File: src/rtl/mips_pkg.sv
// rtl/mips_pkg.sv - shared encodings and state type for the HI/LO multiply/divide unit
package mips_pkg;

  localparam logic [1:0] MD_OP_MULT  = 2'b00;
  localparam logic [1:0] MD_OP_MULTU = 2'b01;
  localparam logic [1:0] MD_OP_DIV   = 2'b10;
  localparam logic [1:0] MD_OP_DIVU  = 2'b11;

  localparam int MD_ITERATIONS = 32;
  localparam int MD_LATENCY    = 33;

  typedef enum logic [1:0] {
    IDLE = 2'd0,
    CALC = 2'd1,
    SIGN = 2'd2
  } md_state_t;

endpackage

File: src/rtl/muldiv_unit_if.sv
// rtl/muldiv_unit_if.sv - request, MTHI/MTLO and HI/LO result bundle of the multiply/divide unit
interface muldiv_unit_if #(
  parameter int WIDTH = 32
);

  logic             start;
  logic [1:0]       op;
  logic [WIDTH-1:0] a;
  logic [WIDTH-1:0] b;
  logic             hi_we;
  logic             lo_we;
  logic [WIDTH-1:0] wdata;
  logic             busy;
  logic             done;
  logic [WIDTH-1:0] hi;
  logic [WIDTH-1:0] lo;

  modport master (
    output start, op, a, b, hi_we, lo_we, wdata,
    input  busy, done, hi, lo
  );

  modport slave (
    input  start, op, a, b, hi_we, lo_we, wdata,
    output busy, done, hi, lo
  );

endinterface

File: src/rtl/muldiv_unit.sv
// rtl/muldiv_unit.sv - iterative MULT/MULTU/DIV/DIVU engine holding the architectural HI/LO registers
module muldiv_unit
  import mips_pkg::*;
#(
  parameter int WIDTH = 32
) (
  input  logic          clk,
  input  logic          rst_n,
  muldiv_unit_if.slave  md
);

  localparam int CW = $clog2(MD_ITERATIONS);

  md_state_t          state;
  logic [1:0]         op_q;
  logic               sa_q;
  logic               sb_q;
  logic [WIDTH-1:0]   ma_q;
  logic [WIDTH-1:0]   mb_q;
  logic [2*WIDTH-1:0] acc;
  logic [CW-1:0]      cnt;
  logic [WIDTH-1:0]   hi_q;
  logic [WIDTH-1:0]   lo_q;
  logic               done_q;

  function automatic logic [WIDTH-1:0] neg_w(input logic [WIDTH-1:0] x);
    return ~x + WIDTH'(1);
  endfunction

  function automatic logic [2*WIDTH-1:0] neg_2w(input logic [2*WIDTH-1:0] x);
    return ~x + (2*WIDTH)'(1);
  endfunction

  // Signed ops are MULT/DIV, i.e. op[0] clear
  logic             a_neg;
  logic             b_neg;
  logic [WIDTH-1:0] abs_a;
  logic [WIDTH-1:0] abs_b;
  assign a_neg = ~md.op[0] & md.a[WIDTH-1];
  assign b_neg = ~md.op[0] & md.b[WIDTH-1];
  assign abs_a = a_neg ? neg_w(md.a) : md.a;
  assign abs_b = b_neg ? neg_w(md.b) : md.b;

  // acc holds {partial product, multiplier} for multiply and {remainder, dividend/quotient} for divide
  logic [WIDTH:0] mul_sum;
  logic [WIDTH:0] div_shift;
  logic [WIDTH:0] div_diff;
  logic           div_ge;
  assign mul_sum   = {1'b0, acc[2*WIDTH-1:WIDTH]} + {1'b0, (acc[0] ? ma_q : {WIDTH{1'b0}})};
  assign div_shift = {acc[2*WIDTH-1:WIDTH], acc[WIDTH-1]};
  assign div_diff  = div_shift - {1'b0, mb_q};
  assign div_ge    = ~div_diff[WIDTH];

  logic [2*WIDTH-1:0] prod_fix;
  logic [WIDTH-1:0]   quo_fix;
  logic [WIDTH-1:0]   rem_fix;
  logic               div_zero;
  assign prod_fix = (sa_q ^ sb_q) ? neg_2w(acc) : acc;
  assign quo_fix  = (sa_q ^ sb_q) ? neg_w(acc[WIDTH-1:0]) : acc[WIDTH-1:0];
  assign rem_fix  = sa_q ? neg_w(acc[2*WIDTH-1:WIDTH]) : acc[2*WIDTH-1:WIDTH];
  assign div_zero = (mb_q == {WIDTH{1'b0}});

  always_ff @(posedge clk or negedge rst_n) begin
    if (!rst_n) begin
      state  <= IDLE;
      op_q   <= 2'b00;
      sa_q   <= 1'b0;
      sb_q   <= 1'b0;
      ma_q   <= '0;
      mb_q   <= '0;
      acc    <= '0;
      cnt    <= '0;
      hi_q   <= '0;
      lo_q   <= '0;
      done_q <= 1'b0;
    end else begin
      done_q <= 1'b0;
      case (state)
        IDLE: begin
          if (md.start) begin
            op_q  <= md.op;
            sa_q  <= a_neg;
            sb_q  <= b_neg;
            ma_q  <= abs_a;
            mb_q  <= abs_b;
            acc   <= {{WIDTH{1'b0}}, (md.op[1] ? abs_a : abs_b)};
            cnt   <= '0;
            state <= CALC;
          end else begin
            if (md.hi_we) hi_q <= md.wdata;
            if (md.lo_we) lo_q <= md.wdata;
          end
        end
        CALC: begin
          if (op_q[1])
            acc <= {(div_ge ? div_diff[WIDTH-1:0] : div_shift[WIDTH-1:0]), acc[WIDTH-2:0], div_ge};
          else
            acc <= {mul_sum, acc[WIDTH-1:1]};
          cnt <= cnt + CW'(1);
          if (cnt == CW'(MD_ITERATIONS - 1)) state <= SIGN;
        end
        SIGN: begin
          if (!op_q[1]) begin
            hi_q <= prod_fix[2*WIDTH-1:WIDTH];
            lo_q <= prod_fix[WIDTH-1:0];
          end else if (div_zero) begin
            // Divide by zero reports all-ones quotient and the untouched dividend
            hi_q <= sa_q ? neg_w(ma_q) : ma_q;
            lo_q <= {WIDTH{1'b1}};
          end else begin
            hi_q <= rem_fix;
            lo_q <= quo_fix;
          end
          done_q <= 1'b1;
          state  <= IDLE;
        end
        default: state <= IDLE;
      endcase
    end
  end

  assign md.busy = (state != IDLE);
  assign md.done = done_q;
  assign md.hi   = hi_q;
  assign md.lo   = lo_q;

endmodule

File: src/flat_wrapper.sv
// flat-port wrapper written by rule: the top's interface ports become plain ports
module muldiv_unit_flat import mips_pkg::*;
#(
  parameter int WIDTH = 32
)
  (clk, rst_n, md_start, md_op, md_a, md_b, md_hi_we, md_lo_we, md_wdata, md_busy, md_done, md_hi, md_lo);
  muldiv_unit_if #(.WIDTH(WIDTH)) md_i ();
  input  logic clk;
  input  logic rst_n;
  input wire logic [$bits(md_i.start)-1:0] md_start;
  input wire logic [$bits(md_i.op)-1:0] md_op;
  input wire logic [$bits(md_i.a)-1:0] md_a;
  input wire logic [$bits(md_i.b)-1:0] md_b;
  input wire logic [$bits(md_i.hi_we)-1:0] md_hi_we;
  input wire logic [$bits(md_i.lo_we)-1:0] md_lo_we;
  input wire logic [$bits(md_i.wdata)-1:0] md_wdata;
  output wire logic [$bits(md_i.busy)-1:0] md_busy;
  output wire logic [$bits(md_i.done)-1:0] md_done;
  output wire logic [$bits(md_i.hi)-1:0] md_hi;
  output wire logic [$bits(md_i.lo)-1:0] md_lo;
  assign md_i.start = md_start;
  assign md_i.op = md_op;
  assign md_i.a = md_a;
  assign md_i.b = md_b;
  assign md_i.hi_we = md_hi_we;
  assign md_i.lo_we = md_lo_we;
  assign md_i.wdata = md_wdata;
  assign md_busy = md_i.busy;
  assign md_done = md_i.done;
  assign md_hi = md_i.hi;
  assign md_lo = md_i.lo;
  muldiv_unit #(.WIDTH(WIDTH)) u_core (.clk(clk), .rst_n(rst_n), .md(md_i));
endmodule
File: config.mk
export PLATFORM = sky130hd
export DESIGN_NAME = muldiv_unit_flat
export DESIGN_NICKNAME = d
export VERILOG_FILES = /design/src/rtl/mips_pkg.sv /design/src/rtl/muldiv_unit_if.sv /design/src/rtl/muldiv_unit.sv /design/src/flat_wrapper.sv
export SDC_FILE = /design/constraint.sdc
export NUM_CORES = 1
export LEC_CHECK = 0
export CAP_MARGIN = 20
export CORE_MARGIN = 3
export CORE_UTILIZATION = 35
export CTS_CLUSTER_DIAMETER = 200
export CTS_CLUSTER_SIZE = 24
export DETAILED_ROUTE_END_ITERATION = 7
export PLACE_DENSITY = 0.6
export SYNTH_ARGS = -nofsm -noshare
export SYNTH_HDL_FRONTEND = slang
export SYNTH_SLANG_ARGS = --single-unit
export TNS_END_PERCENT = 1
File: constraint.sdc
create_clock -name clk -period 4.4 [get_ports clk]
set_clock_uncertainty 0.2 [all_clocks]
set_input_delay 1.32 -clock clk [delete_from_list [all_inputs] [get_ports clk]]
set_output_delay 1.32 -clock clk [all_outputs]
set_load 0.005 [all_outputs]
==> reports/summary.txt, run 1 <==
SYNTHESIS
--------------------------------------------------------------------------------
Yosys top cell area share .........................................        29.2%
Largest area contributor in the netlist ...........................      dfrtp_1
Post-synthesis sequential area ratio ..............................        29.2%
Top post-synthesis cells by area .................................. dfrtp_1 29%, o21ai_0 6.6%, xnor2_1 6.3%
Mapped Cells ......................................................         2185
Synthesized cell area ............................................. 0.0174 sq mm
Synthesized flop and latch total ..................................          203
Number of synthesis warnings ......................................            0
EDFF count, synth .................................................            0
Most used flip-flop cell after synthesis ..........................      dfrtp_1
Async S/R FF share, synth .........................................         100%
Net count after synthesis .........................................         2361
Syn Area/Cell .....................................................   7.97 sq um
Unique masters post-synth .........................................           76

FLOORPLANNING
--------------------------------------------------------------------------------
Row Count .........................................................           81
Placeable core region ............................................. 0.0491 sq mm
Die Y .............................................................       229 um
Die area .......................................................... 0.0525 sq mm
Die extent in x ...................................................       229 um
Initial standard-cell utilization of the core .....................        35.5%
Io pins ...........................................................          169

FINAL LAYOUT
--------------------------------------------------------------------------------
Net count, final ..................................................         2540
Multi-input combinational cell area ............................... 0.0115 sq mm
Layout cells sized above 1 ........................................        9.13%
Final core utilization ............................................        42.8%
Number of inserted diodes .........................................            0
Most used cells in the layout excluding fill and tap cells ........ 230 x nand2_1, 230 x o21ai_0, 201 x dfrtp_1
Layout overhead on the synthesized area ...........................        20.5%
Area of all sequential standard cells ............................. 0.00508 sq mm
Final-layout fill cell count ......................................         4992

FLOW RUN
--------------------------------------------------------------------------------
Number of maximum-capacitance constraint violations ...............            0

GLOBAL ROUTING
--------------------------------------------------------------------------------
Vias in the first global route ....................................        17045
Combined global-route utilization of all metal layers .............        25.0%
GRT overflow ......................................................            0
Maximum number of pins on one net before global-route repair ......          122
Wire length of the first global-routing pass ......................       103 mm
Number of antenna violations at the first check in global routing .            2

STA
--------------------------------------------------------------------------------
Minimum clock period after layout .................................      4.08 ns
Max-slew headroom at the worst pin ................................        39.2%
Maximum clock frequency ...........................................      245 MHz
Count of final hold-check violations ..............................            0
Pins Over Slew Limit ..............................................            0
Setup-violating endpoint count in the final report ................            0
RSZ-0062 raised after global routing ..............................           no
Fin crit share ....................................................        92.8%
Summed negative setup slack over all endpoints ....................         0 ns
Least-Margin Pin Slew .............................................     0.912 ns

SETUP PATH
--------------------------------------------------------------------------------
Endpoint of the most critical setup path .......................... u_core.acc[63]$_DFFE_PN0P_
Startpoint type of the worst setup path ...........................         flop
Setup slack, reg-to-reg ...........................................      0.32 ns
Cells on worst reg2reg path .......................................           17
Crit. Startpoint .................................................. u_core.acc[0]$_DFFE_PN0P_
Nature of the critical path endpoint ..............................         flop
Largest fanout on the critical path ...............................           32
Setup CP Type ..................................................... flop to flop
Critical Path RT ..................................................      4.56 ns
Signal arrival time at the worst endpoint .........................      4.25 ns
Launch instance of the worst register-to-register path ............ u_core.acc[0]$_DFFE_PN0P_
Destination of the worst register-to-register timing path ......... u_core.acc[63]$_DFFE_PN0P_

CTS
--------------------------------------------------------------------------------
CTS Buffer Depth ..................................................            3
Total of hold buffers inserted after clock tree synthesis .........            0
Clock root buffer .................................................    clkbuf_16
Cts bufs inserted .................................................           12
TritonCTS clock tree ..............................................          yes
Clk_lat worst skew ................................................      0.50 ns
Worst-path clk slew ...............................................      0.11 ns
CTS H-Tree Depth ..................................................            1
Number of sinks driven by the clock tree ..........................          203

PWR
--------------------------------------------------------------------------------
Cell Int Power ....................................................      8.28 mW
Worst-case vdd ir drop ............................................     0.429 mV
Net switching component of the power ..............................      8.53 mW
Logic pwr share ...................................................        69.2%
Clock group share of total power ..................................         7.4%
Sequential share of power .........................................        23.4%
Lkg Pwr ...........................................................      8.60 nW
Overall Power .....................................................      16.8 mW
Power density of the placed cells .................................  801 mW/mm^2
Sw frac ...........................................................        50.8%

DETAILED ROUTING
--------------------------------------------------------------------------------
Number of DRC markers in iteration 0 ..............................         1788
DR vias/cell ......................................................         5.80
DRC violation count after routing .................................            0
Avg WL per Cell ...................................................      22.4 um
Total Wirelength ..................................................      67.9 mm
Number of nets still failing antenna checks after routing .........            0
Overall via count from detail_route ...............................        17580
Drt first pass iters ..............................................            5

PLACEMENT
--------------------------------------------------------------------------------
Count of port buffers added during placement ......................          168
Global placement routability congestion ...........................        0.998
Half-perimeter wire length after detailed placement ...............      54.4 mm

RUN STATUS
--------------------------------------------------------------------------------
Outcome ........................................................... complete, no violations

WORST HOLD PATH
--------------------------------------------------------------------------------
Hold Path Class ................................................... flop to flop

power groups by stage:
stage	Combinational (mW)	Sequential, mW	Clock [mW]
finish	11.6	3.93	1.24
global route	12.7	4.00	1.32
CTS	11.5	3.87	1.27
detailed placement	11.5	3.91	0
global placement	11.3	3.89	0
floorplan	7.73	3.41	0
metal layers:
layer / part of all wire (%) / GRT usage (%)
met1: 45 / 35.2
met2: 45 / 39.7
met3: 7.7 / 4.42
met4: 2.8 / 6.73
met5: 0 / 0
synth_stat cells, types with 18 or more instances:
| master | number |
|---|---|
| nand2_1 | 231 |
| o21ai_0 | 230 |
| dfrtp_1 | 203 |
| a21oi_1 | 171 |
| nor2_1 | 149 |
| clkbuf_1 | 137 |
| xnor2_1 | 126 |
| mux2i_1 | 100 |
| xor2_1 | 83 |
| inv_1 | 73 |
| ha_1 | 71 |
| nor3_1 | 46 |
| and2_1 | 39 |
| nand3_1 | 34 |
| a21o_1 | 30 |
| nor4_1 | 29 |
| o31ai_1 | 28 |
| a211oi_1 | 25 |
| or3_1 | 25 |
| o22ai_1 | 24 |
| a221o_1 | 21 |
| a31oi_1 | 20 |
| nand2b_1 | 20 |
| a221oi_1 | 18 |
| a22oi_1 | 18 |
| nor2b_1 | 18 |
| o211ai_1 | 18 |
registers in the layout, indices dropped and copies added (netlist names):
signal          flops
u_core.op_q         1
u_core.mb_q        32
u_core.md.lo       32
u_core.sa_q         1
u_core.acc         64
u_core.sb_q         1
u_core.state        2
u_core.cnt          5
u_core.ma_q        32
u_core.md.hi       32
u_core.md.done      1
kinds of logic (layout without fill, tap and decap cells):
logic type | count (synthesis) | count (layout) | share of synthesized area [%]
xor gates and xnor gates | 209 | 209 | 10.5
adders and majority gates | 73 | 73 | 5.33
buffers and inverters | 228 | 408 | 4.94
muxes | 108 | 108 | 6.55
DFF | 203 | 203 | 29.2
and+or+nand+nor | 668 | 668 | 18.5
AOI/OAI and AO/OA | 696 | 696 | 25.0
metrics by stage:
stage / instance area (sq um) / worst slack [ns] / cells / hold slack, ns
3_5_place_dp: 20600 / -0.115 / 3013 / 0.272
4_1_cts: 21000 / 0.254 / 3028 / 0.293
6_report: 21000 / 0.316 / 3029 / 0.291
2_1_floorplan: 17400 / 0.424 / 2185 / 0.265
5_1_grt: 21000 / 0.00503 / 3029 / 0.315
3_3_place_gp: 20600 / -0.0501 / 3013 / 0.269
timing repair:
item                                    CTS  global route
gates resized for setup                   0             1
endpoints found under the setup margin    0             1
endpoints found under the hold margin     0             0
buffers inserted                          0             0
worst min-delay path by stage:
stage                                   endpoint  cells after the start                         start
global placement    u_core.md.lo[26]$_DFFE_PN0P_                      2  u_core.md.lo[26]$_DFFE_PN0P_
detailed placement  u_core.md.lo[26]$_DFFE_PN0P_                      2  u_core.md.lo[26]$_DFFE_PN0P_
global route        u_core.md.lo[24]$_DFFE_PN0P_                      2  u_core.md.lo[24]$_DFFE_PN0P_
CTS                 u_core.md.lo[26]$_DFFE_PN0P_                      2  u_core.md.lo[26]$_DFFE_PN0P_
floorplan              u_core.cnt[2]$_DFFE_PN0P_                      1     u_core.cnt[2]$_DFFE_PN0P_
finish              u_core.md.lo[26]$_DFFE_PN0P_                      2  u_core.md.lo[26]$_DFFE_PN0P_
layout make-up:
type | instances | share of cell area (%)
Clock inverter | 1 | 0.0776
Inverter | 73 | 1.31
Tap cell | 664 | 3.96
Clock buffer | 14 | 1.57
Timing Repair Buffer | 320 | 13.8
Multi-Input combinational cell | 1754 | 55.0
Sequential cell | 203 | 24.2
worst max-delay path, cell delays in order (launching register included):
cell and delay (ns):
dfrtp_1 0.42, buf_12 0.17, inv_1 0.12, nor2_1 0.06, ha_1 0.19, inv_1 0.07
fa_1 0.21, nor2b_1 0.07, o211ai_1 0.23, a31oi_1 0.15, or4b_2 0.63, a21o_1 0.22
o211a_1 0.27, o41ai_2 0.30, buf_4 0.18, o22ai_1 0.07, o41ai_1 0.27, a32oi_1 0.10
(Power assumes the default switching activity.)
==> run 2, diff against run 1 <==
--- a/config.mk
+++ b/config.mk
@@ -11,7 +11,9 @@
 export CTS_CLUSTER_DIAMETER = 200
 export CTS_CLUSTER_SIZE = 24
 export DETAILED_ROUTE_END_ITERATION = 7
+export GPL_TIMING_DRIVEN = 0
 export PLACE_DENSITY = 0.6
+export SLEW_MARGIN = 30
 export SYNTH_ARGS = -nofsm -noshare
 export SYNTH_HDL_FRONTEND = slang
 export SYNTH_SLANG_ARGS = --single-unit
==> run 2 against run 1 <==
Register-to-register slack lost 0.23 ns. Sequential cell count is the same. Maximum frequency shrank 5.3%. Die area is the same. Sequential share of layout area grew 0.59 points. Critical path depth shrank 2. First-iteration DRC count grew 9.8%. Largest cell class unchanged. Highest routed layer unchanged.
==> reports/summary.txt, run 2 (same netlist as run 1, synthesis figures left out) <==
CTS
--------------------------------------------------------------------------------
Clock root buffer .................................................    clkbuf_16
Clk_lat worst skew ................................................      0.51 ns
CTS Buffer Depth ..................................................            3
Cts bufs inserted .................................................           12
Worst-path clk slew ...............................................      0.10 ns
CTS H-Tree Depth ..................................................            1
TritonCTS clock tree ..............................................          yes
Number of sinks driven by the clock tree ..........................          203

FINAL LAYOUT
--------------------------------------------------------------------------------
Multi-input combinational cell area ............................... 0.0116 sq mm
Area of all sequential standard cells ............................. 0.00508 sq mm
Number of flip-flops under the largest register name ..............           64
Number of inserted diodes .........................................            0
Register with the most flip-flops .................................   u_core.acc
Layout cells sized above 1 ........................................        3.72%
Leading cell type in the layout, fill and taps excluded ...........      nand2_1
Net count, final ..................................................         2544
Final-layout fill cell count ......................................         5161
Post-Layout Inst Area ............................................. 0.0205 sq mm
Most used cells in the layout excluding fill and tap cells ........ 231 x nand2_1, 229 x o21ai_0, 199 x dfrtp_1
Layout overhead on the synthesized area ...........................        17.7%

STA
--------------------------------------------------------------------------------
Max-slew headroom at the worst pin ................................        33.2%
Minimum clock period after layout .................................      4.31 ns
Summed negative setup slack over all endpoints ....................         0 ns
Fin crit share ....................................................        98.0%
Count of final hold-check violations ..............................            0
RSZ-0062 raised after global routing ..............................          yes
Final WS setup ....................................................    0.0867 ns
Maximum clock frequency ...........................................      232 MHz
Pins Over Slew Limit ..............................................            0
Least-Margin Pin Slew .............................................      1.00 ns
Setup-violating endpoint count in the final report ................            0

RUN STATUS
--------------------------------------------------------------------------------
Outcome ........................................................... complete, no violations

PWR
--------------------------------------------------------------------------------
Sw frac ...........................................................        53.3%
Logic pwr share ...................................................        69.0%
Sequential share of power .........................................        23.8%
Lkg Pwr ...........................................................      8.08 nW
Power density of the placed cells .................................  821 mW/mm^2
Clock group share of total power ..................................         7.2%
Worst-case vdd ir drop ............................................     0.534 mV
Cell Int Power ....................................................      7.85 mW
Net switching component of the power ..............................      8.97 mW

DETAILED ROUTING
--------------------------------------------------------------------------------
Number of nets still failing antenna checks after routing .........            0
Total Wirelength ..................................................      77.6 mm
Overall via count from detail_route ...............................        18242
Number of DRC markers in iteration 0 ..............................         1963
Avg WL per Cell ...................................................      25.6 um
DRC violation count after routing .................................            0
Drt first pass iters ..............................................            6
DR vias/cell ......................................................         6.02

GLOBAL ROUTING
--------------------------------------------------------------------------------
Number of antenna violations at the first check in global routing .            0
GRT overflow ......................................................            0
Combined global-route utilization of all metal layers .............        28.6%
Wire length of the first global-routing pass ......................       115 mm
Vias in the first global route ....................................        17704
Maximum number of pins on one net before global-route repair ......           84

FLOORPLANNING
--------------------------------------------------------------------------------
Io pins ...........................................................          169
Die Y .............................................................       229 um
Die area .......................................................... 0.0525 sq mm
Die extent in x ...................................................       229 um
Row Count .........................................................           81
Placeable core region ............................................. 0.0491 sq mm
Initial standard-cell utilization of the core .....................        35.5%

SETUP PATH
--------------------------------------------------------------------------------
Largest fanout on the critical path ...............................            4
Nature of the critical path endpoint ..............................         flop
Signal arrival time at the worst endpoint .........................      4.47 ns
Setup CP Type ..................................................... flop to flop
Critical Path RT ..................................................      4.56 ns
Startpoint type of the worst setup path ...........................         flop

PLACEMENT
--------------------------------------------------------------------------------
Pre-CTS WS ........................................................    -0.589 ns
Placed standard-cell area ......................................... 0.0200 sq mm
Half-perimeter wire length after detailed placement ...............      63.1 mm
Global placement routability congestion ...........................        0.993
Count of port buffers added during placement ......................          167

WORST HOLD PATH
--------------------------------------------------------------------------------
Hold Path Class ................................................... flop to flop

FLOW RUN
--------------------------------------------------------------------------------
Number of maximum-capacitance constraint violations ...............            0

==> run 2: cell count changes in the layout (fill, tap and decap cells not counted), moves of 3 or more <==
cell	previous run	this run
nor4_4	0	3
clkbuf_2	0	4
buf_12	6	0
nor4_1	29	24
buf_1	0	17
clkbuf_1	1	130
buf_4	145	2
==> run 2: worst paths after layout <==
check | start | end | slack, ns | cells after the start
hold reg to reg | u_core.md.lo[0]$_DFFE_PN0P_ | u_core.md.lo[0]$_DFFE_PN0P_ | 0.29 | 2
setup reg to reg | u_core.ma_q[0]$_DFFE_PN0P_ | u_core.acc[63]$_DFFE_PN0P_ | 0.09 | 15
hold / removal | u_core.md.lo[0]$_DFFE_PN0P_ | u_core.md.lo[0]$_DFFE_PN0P_ | 0.29 | 2
setup / recovery | u_core.ma_q[0]$_DFFE_PN0P_ | u_core.acc[63]$_DFFE_PN0P_ | 0.09 | 15
min in group asynchronous | rst_n | u_core.md.lo[8]$_DFFE_PN0P_ | 0.54 | 1
max in group asynchronous | rst_n | u_core.ma_q[24]$_DFFE_PN0P_ | 2.65 | 2
==> run 2: critical path: stages, from the launching register on <==
cell      delay (ns)
dfrtp_1         0.44
inv_1           0.22
nor2_1          0.10
ha_1            0.25
inv_1           0.09
fa_1            0.22
nor2b_1         0.07
o211ai_1        0.29
a31oi_2         0.19
or4b_2          0.66
a21o_1          0.25
o211a_1         0.30
o41ai_4         0.35
o22ai_1         0.15
o41ai_1         0.29
a32oi_1         0.10
==> run 2: final cells by class <==
| class | count | area share [%] |
|---|---|---|
| plain buffers | 154 | 2.89 |
| multi-input cells | 1754 | 56.8 |
| inverters | 73 | 1.34 |
| clock inverters | 2 | 0.159 |
| clock buffers | 12 | 1.47 |
| flip-flops and latches | 203 | 24.8 |
| well taps | 664 | 4.06 |
| repair buffers | 170 | 8.49 |
==> run 2: metal layers <==
metal	track usage, %	wire [um]	up-vias
met5	0	0	-
met4	10.5	3400	0
met3	4.22	6370	154
met2	43.9	33600	896
met1	40.9	34300	8900
li1	-	-	8292
==> run 2: power groups by stage <==
| stage | Sequential (mW) | Combinational [mW] | Clock [mW] |
|---|---|---|---|
| floorplan | 3.41 | 7.73 | 0 |
| global placement | 3.93 | 11.1 | 0 |
| detailed placement | 3.95 | 11.3 | 0 |
| CTS | 3.93 | 11.4 | 1.22 |
| global route | 4.06 | 12.7 | 1.28 |
| finish | 4.00 | 11.6 | 1.21 |
==> run 2: repair_timing <==
| item | 4_1_cts | 5_1_grt |
|---|---|---|
| pin swaps | 0 | 1 |
| resized for setup | 11 | 26 |
| endpoints found under the setup margin | 30 | 49 |
| setup buffers | 0 | 1 |
| hold buffers | 0 | 0 |
==> run 2: metrics by stage <==
| stage | power, mW | utilization [%] | instances | hold slack [ns] |
|---|---|---|---|---|
| after global routing | 18.0 | 41.8 | 3032 | 0.329 |
| after detailed placement | 15.2 | 40.7 | 3018 | 0.272 |
| final | 16.8 | 41.8 | 3032 | 0.294 |
| after global placement | 15.1 | 40.6 | 3016 | 0.269 |
| after CTS | 16.5 | 41.5 | 3031 | 0.295 |
| after floorplan | 11.1 | - | 2185 | 0.265 |
==> run 3, diff against run 2 <==
--- a/config.mk
+++ b/config.mk
@@ -6,13 +6,13 @@
 export NUM_CORES = 1
 export LEC_CHECK = 0
 export CAP_MARGIN = 20
-export CORE_MARGIN = 3
-export CORE_UTILIZATION = 35
+export CORE_MARGIN = 4
+export CORE_UTILIZATION = 59
 export CTS_CLUSTER_DIAMETER = 200
 export CTS_CLUSTER_SIZE = 24
 export DETAILED_ROUTE_END_ITERATION = 7
-export GPL_TIMING_DRIVEN = 0
-export PLACE_DENSITY = 0.6
+export GPL_TIMING_DRIVEN = 1
+export PLACE_DENSITY = 0.89
 export SLEW_MARGIN = 30
 export SYNTH_ARGS = -nofsm -noshare
 export SYNTH_HDL_FRONTEND = slang
==> run 3 against run 2 <==
Sequential power down 1%. Design area up 0.35%. Utilization up 29 points. Clock power about the same. Maximum frequency up 2.2%. Largest power group unchanged.
==> reports/summary.txt, run 3 (same netlist as run 1, synthesis figures left out) <==
STA
--------------------------------------------------------------------------------
Fin crit share ....................................................        95.9%
Pins Over Slew Limit ..............................................            0
Max-slew headroom at the worst pin ................................        33.9%
Maximum clock frequency ...........................................      237 MHz
Minimum clock period after layout .................................      4.22 ns
Least-Margin Pin Slew .............................................     0.991 ns
Setup-violating endpoint count in the final report ................            0
Final WS setup ....................................................     0.181 ns
Count of final hold-check violations ..............................            0
RSZ-0062 raised after global routing ..............................           no

CTS
--------------------------------------------------------------------------------
CTS H-Tree Depth ..................................................            1
Clk_lat worst skew ................................................      0.51 ns
CTS Buffer Depth ..................................................            3
Worst-path clk slew ...............................................      0.11 ns
Cts bufs inserted .................................................           12
Clock root buffer .................................................    clkbuf_16
Number of sinks driven by the clock tree ..........................          203
Total of hold buffers inserted after clock tree synthesis .........            0
TritonCTS clock tree ..............................................          yes

DETAILED ROUTING
--------------------------------------------------------------------------------
Drt first pass iters ..............................................            8
Avg WL per Cell ...................................................      23.6 um
Overall via count from detail_route ...............................        18583
DR vias/cell ......................................................         6.77
Total Wirelength ..................................................      64.7 mm
Number of nets still failing antenna checks after routing .........            0
DRC violation count after routing .................................            0
Number of DRC markers in iteration 0 ..............................         2725

SETUP PATH
--------------------------------------------------------------------------------
Nature of the critical path endpoint ..............................         flop
Crit path top cell by count .......................................      a21oi_1
Startpoint type of the worst setup path ...........................         flop
Cell at the slowest stage of the critical path ....................     a311oi_4
Critical-path cell list ........................................... inv_1 -> fa_1 -> nand2b_1 -> a21oi_1 -> o22a_1 -> a211o_1 -> a21oi_1 -> a21o_1 -> a311oi_4 -> buf_4 -> nor2_1 -> a21oi_1 -> o221ai_1
Largest fanout on the critical path ...............................           26
Signal arrival time at the worst endpoint .........................      4.36 ns
Setup CP Type ..................................................... flop to flop
Maximum single-stage delay on the critical path ...................      0.67 ns
Critical Path RT ..................................................      4.54 ns

PLACEMENT
--------------------------------------------------------------------------------
Count of port buffers added during placement ......................          168
Half-perimeter wire length after detailed placement ...............      50.8 mm
Global placement routability congestion ...........................         1.07
Pre-CTS WS ........................................................    -0.180 ns

GLOBAL ROUTING
--------------------------------------------------------------------------------
Vias in the first global route ....................................        17501
Maximum number of pins on one net before global-route repair ......           88
Combined global-route utilization of all metal layers .............        38.0%
Number of antenna violations at the first check in global routing .            3
GRT overflow ......................................................            0
Wire length of the first global-routing pass ......................      99.5 mm

FINAL LAYOUT
--------------------------------------------------------------------------------
Layout overhead on the synthesized area ...........................        18.1%
Net count, final ..................................................         2533
Layout cells sized above 1 ........................................        8.90%
Most used cells in the layout excluding fill and tap cells ........ 230 x o21ai_0, 229 x nand2_1, 201 x dfrtp_1
Final core utilization ............................................        71.0%
Leading cell type in the layout, fill and taps excluded ...........      o21ai_0
Register with the most flip-flops .................................   u_core.acc
Number of flip-flops under the largest register name ..............           64

PWR
--------------------------------------------------------------------------------
Power density of the placed cells .................................  820 mW/mm^2
Lkg Pwr ...........................................................      8.55 nW
Worst-case vdd ir drop ............................................     0.457 mV
Overall Power .....................................................      16.9 mW

RUN STATUS
--------------------------------------------------------------------------------
Outcome ........................................................... complete, no violations

FLOORPLANNING
--------------------------------------------------------------------------------
Die extent in x ...................................................       180 um
Io pins ...........................................................          169
Placeable core region ............................................. 0.0289 sq mm
Row Count .........................................................           62
Initial standard-cell utilization of the core .....................        60.2%
Die Y .............................................................       180 um
Die area .......................................................... 0.0323 sq mm

WORST HOLD PATH
--------------------------------------------------------------------------------
Hold Path Class ................................................... flop to flop

FLOW RUN
--------------------------------------------------------------------------------
Number of maximum-capacitance constraint violations ...............            0

run 3: critical path: cells and delay by family, from the launching register on:
| kind | cells | cell delay [ns] |
|---|---|---|
| AOI/OAI and AO/OA | 8 | 1.98 |
| adders and majority gates | 1 | 0.46 |
| buffers and inverters | 2 | 0.55 |
| DFF | 1 | 0.60 |
| and+or+nand+nor | 2 | 0.27 |
run 3: final cells by class:
cell class              instances  area (sq um)
diodes                          3          7.51
inverters                      73           274
flip-flops and latches        203          5080
repair buffers                313          2830
fillers                      2252          8380
multi-input cells            1754         11500
clock inverters                 2          32.5
clock buffers                  14           308
well taps                     384           480
run 3: timing repair:
item                                    in CTS  in global routing
gates resized for setup                      0                  2
buffers inserted                             0                  2
endpoints found under the setup margin       0                 20
run 3: final timing paths:
kind	from	slack (ns)	endpoint	cells after the start
max in group asynchronous	rst_n	2.56	u_core.mb_q[22]$_DFFE_PN0P_	2
worst max-delay path	u_core.acc[32]$_DFFE_PN0P_	0.18	u_core.acc[41]$_DFFE_PN0P_	13
worst max register to register	u_core.acc[32]$_DFFE_PN0P_	0.18	u_core.acc[41]$_DFFE_PN0P_	13
worst min-delay path	u_core.md.lo[29]$_DFFE_PN0P_	0.29	u_core.md.lo[29]$_DFFE_PN0P_	2
worst min register to register	u_core.md.lo[29]$_DFFE_PN0P_	0.29	u_core.md.lo[29]$_DFFE_PN0P_	2
min in group asynchronous	rst_n	0.64	u_core.md.hi[5]$_DFFE_PN0P_	1
run 3: where the power goes:
| part | internal, mW | leakage (nW) | total [mW] | switching [mW] |
|---|---|---|---|---|
| clock | 0.515 | 0.164 | 1.20 | 0.687 |
| combinational | 4.96 | 5.90 | 11.7 | 6.73 |
| sequential | 2.74 | 2.49 | 3.96 | 1.22 |
| total | 8.22 | 8.55 | 16.9 | 8.64 |
run 3: layer usage:
metal	global-route usage, %	wire length [um]	vias to the layer above
met5	0	69	-
met4	16.9	3670	4
met3	10.8	8220	270
met2	58.9	28100	1294
met1	49.7	24600	8752
li1	-	-	8263
run 3: per-stage QoR:
stage          hold slack (ns)  setup TNS, ns  instance area, sq um  std cells
4_1_cts                  0.295              0                 20500       2741
3_5_place_dp             0.271         -0.705                 20200       2725
5_1_grt                  0.316              0                 20500       2743
2_1_floorplan            0.265              0                 17400       2185
3_3_place_gp             0.265        -0.0171                 20200       2725
6_report                 0.294              0                 20600       2746
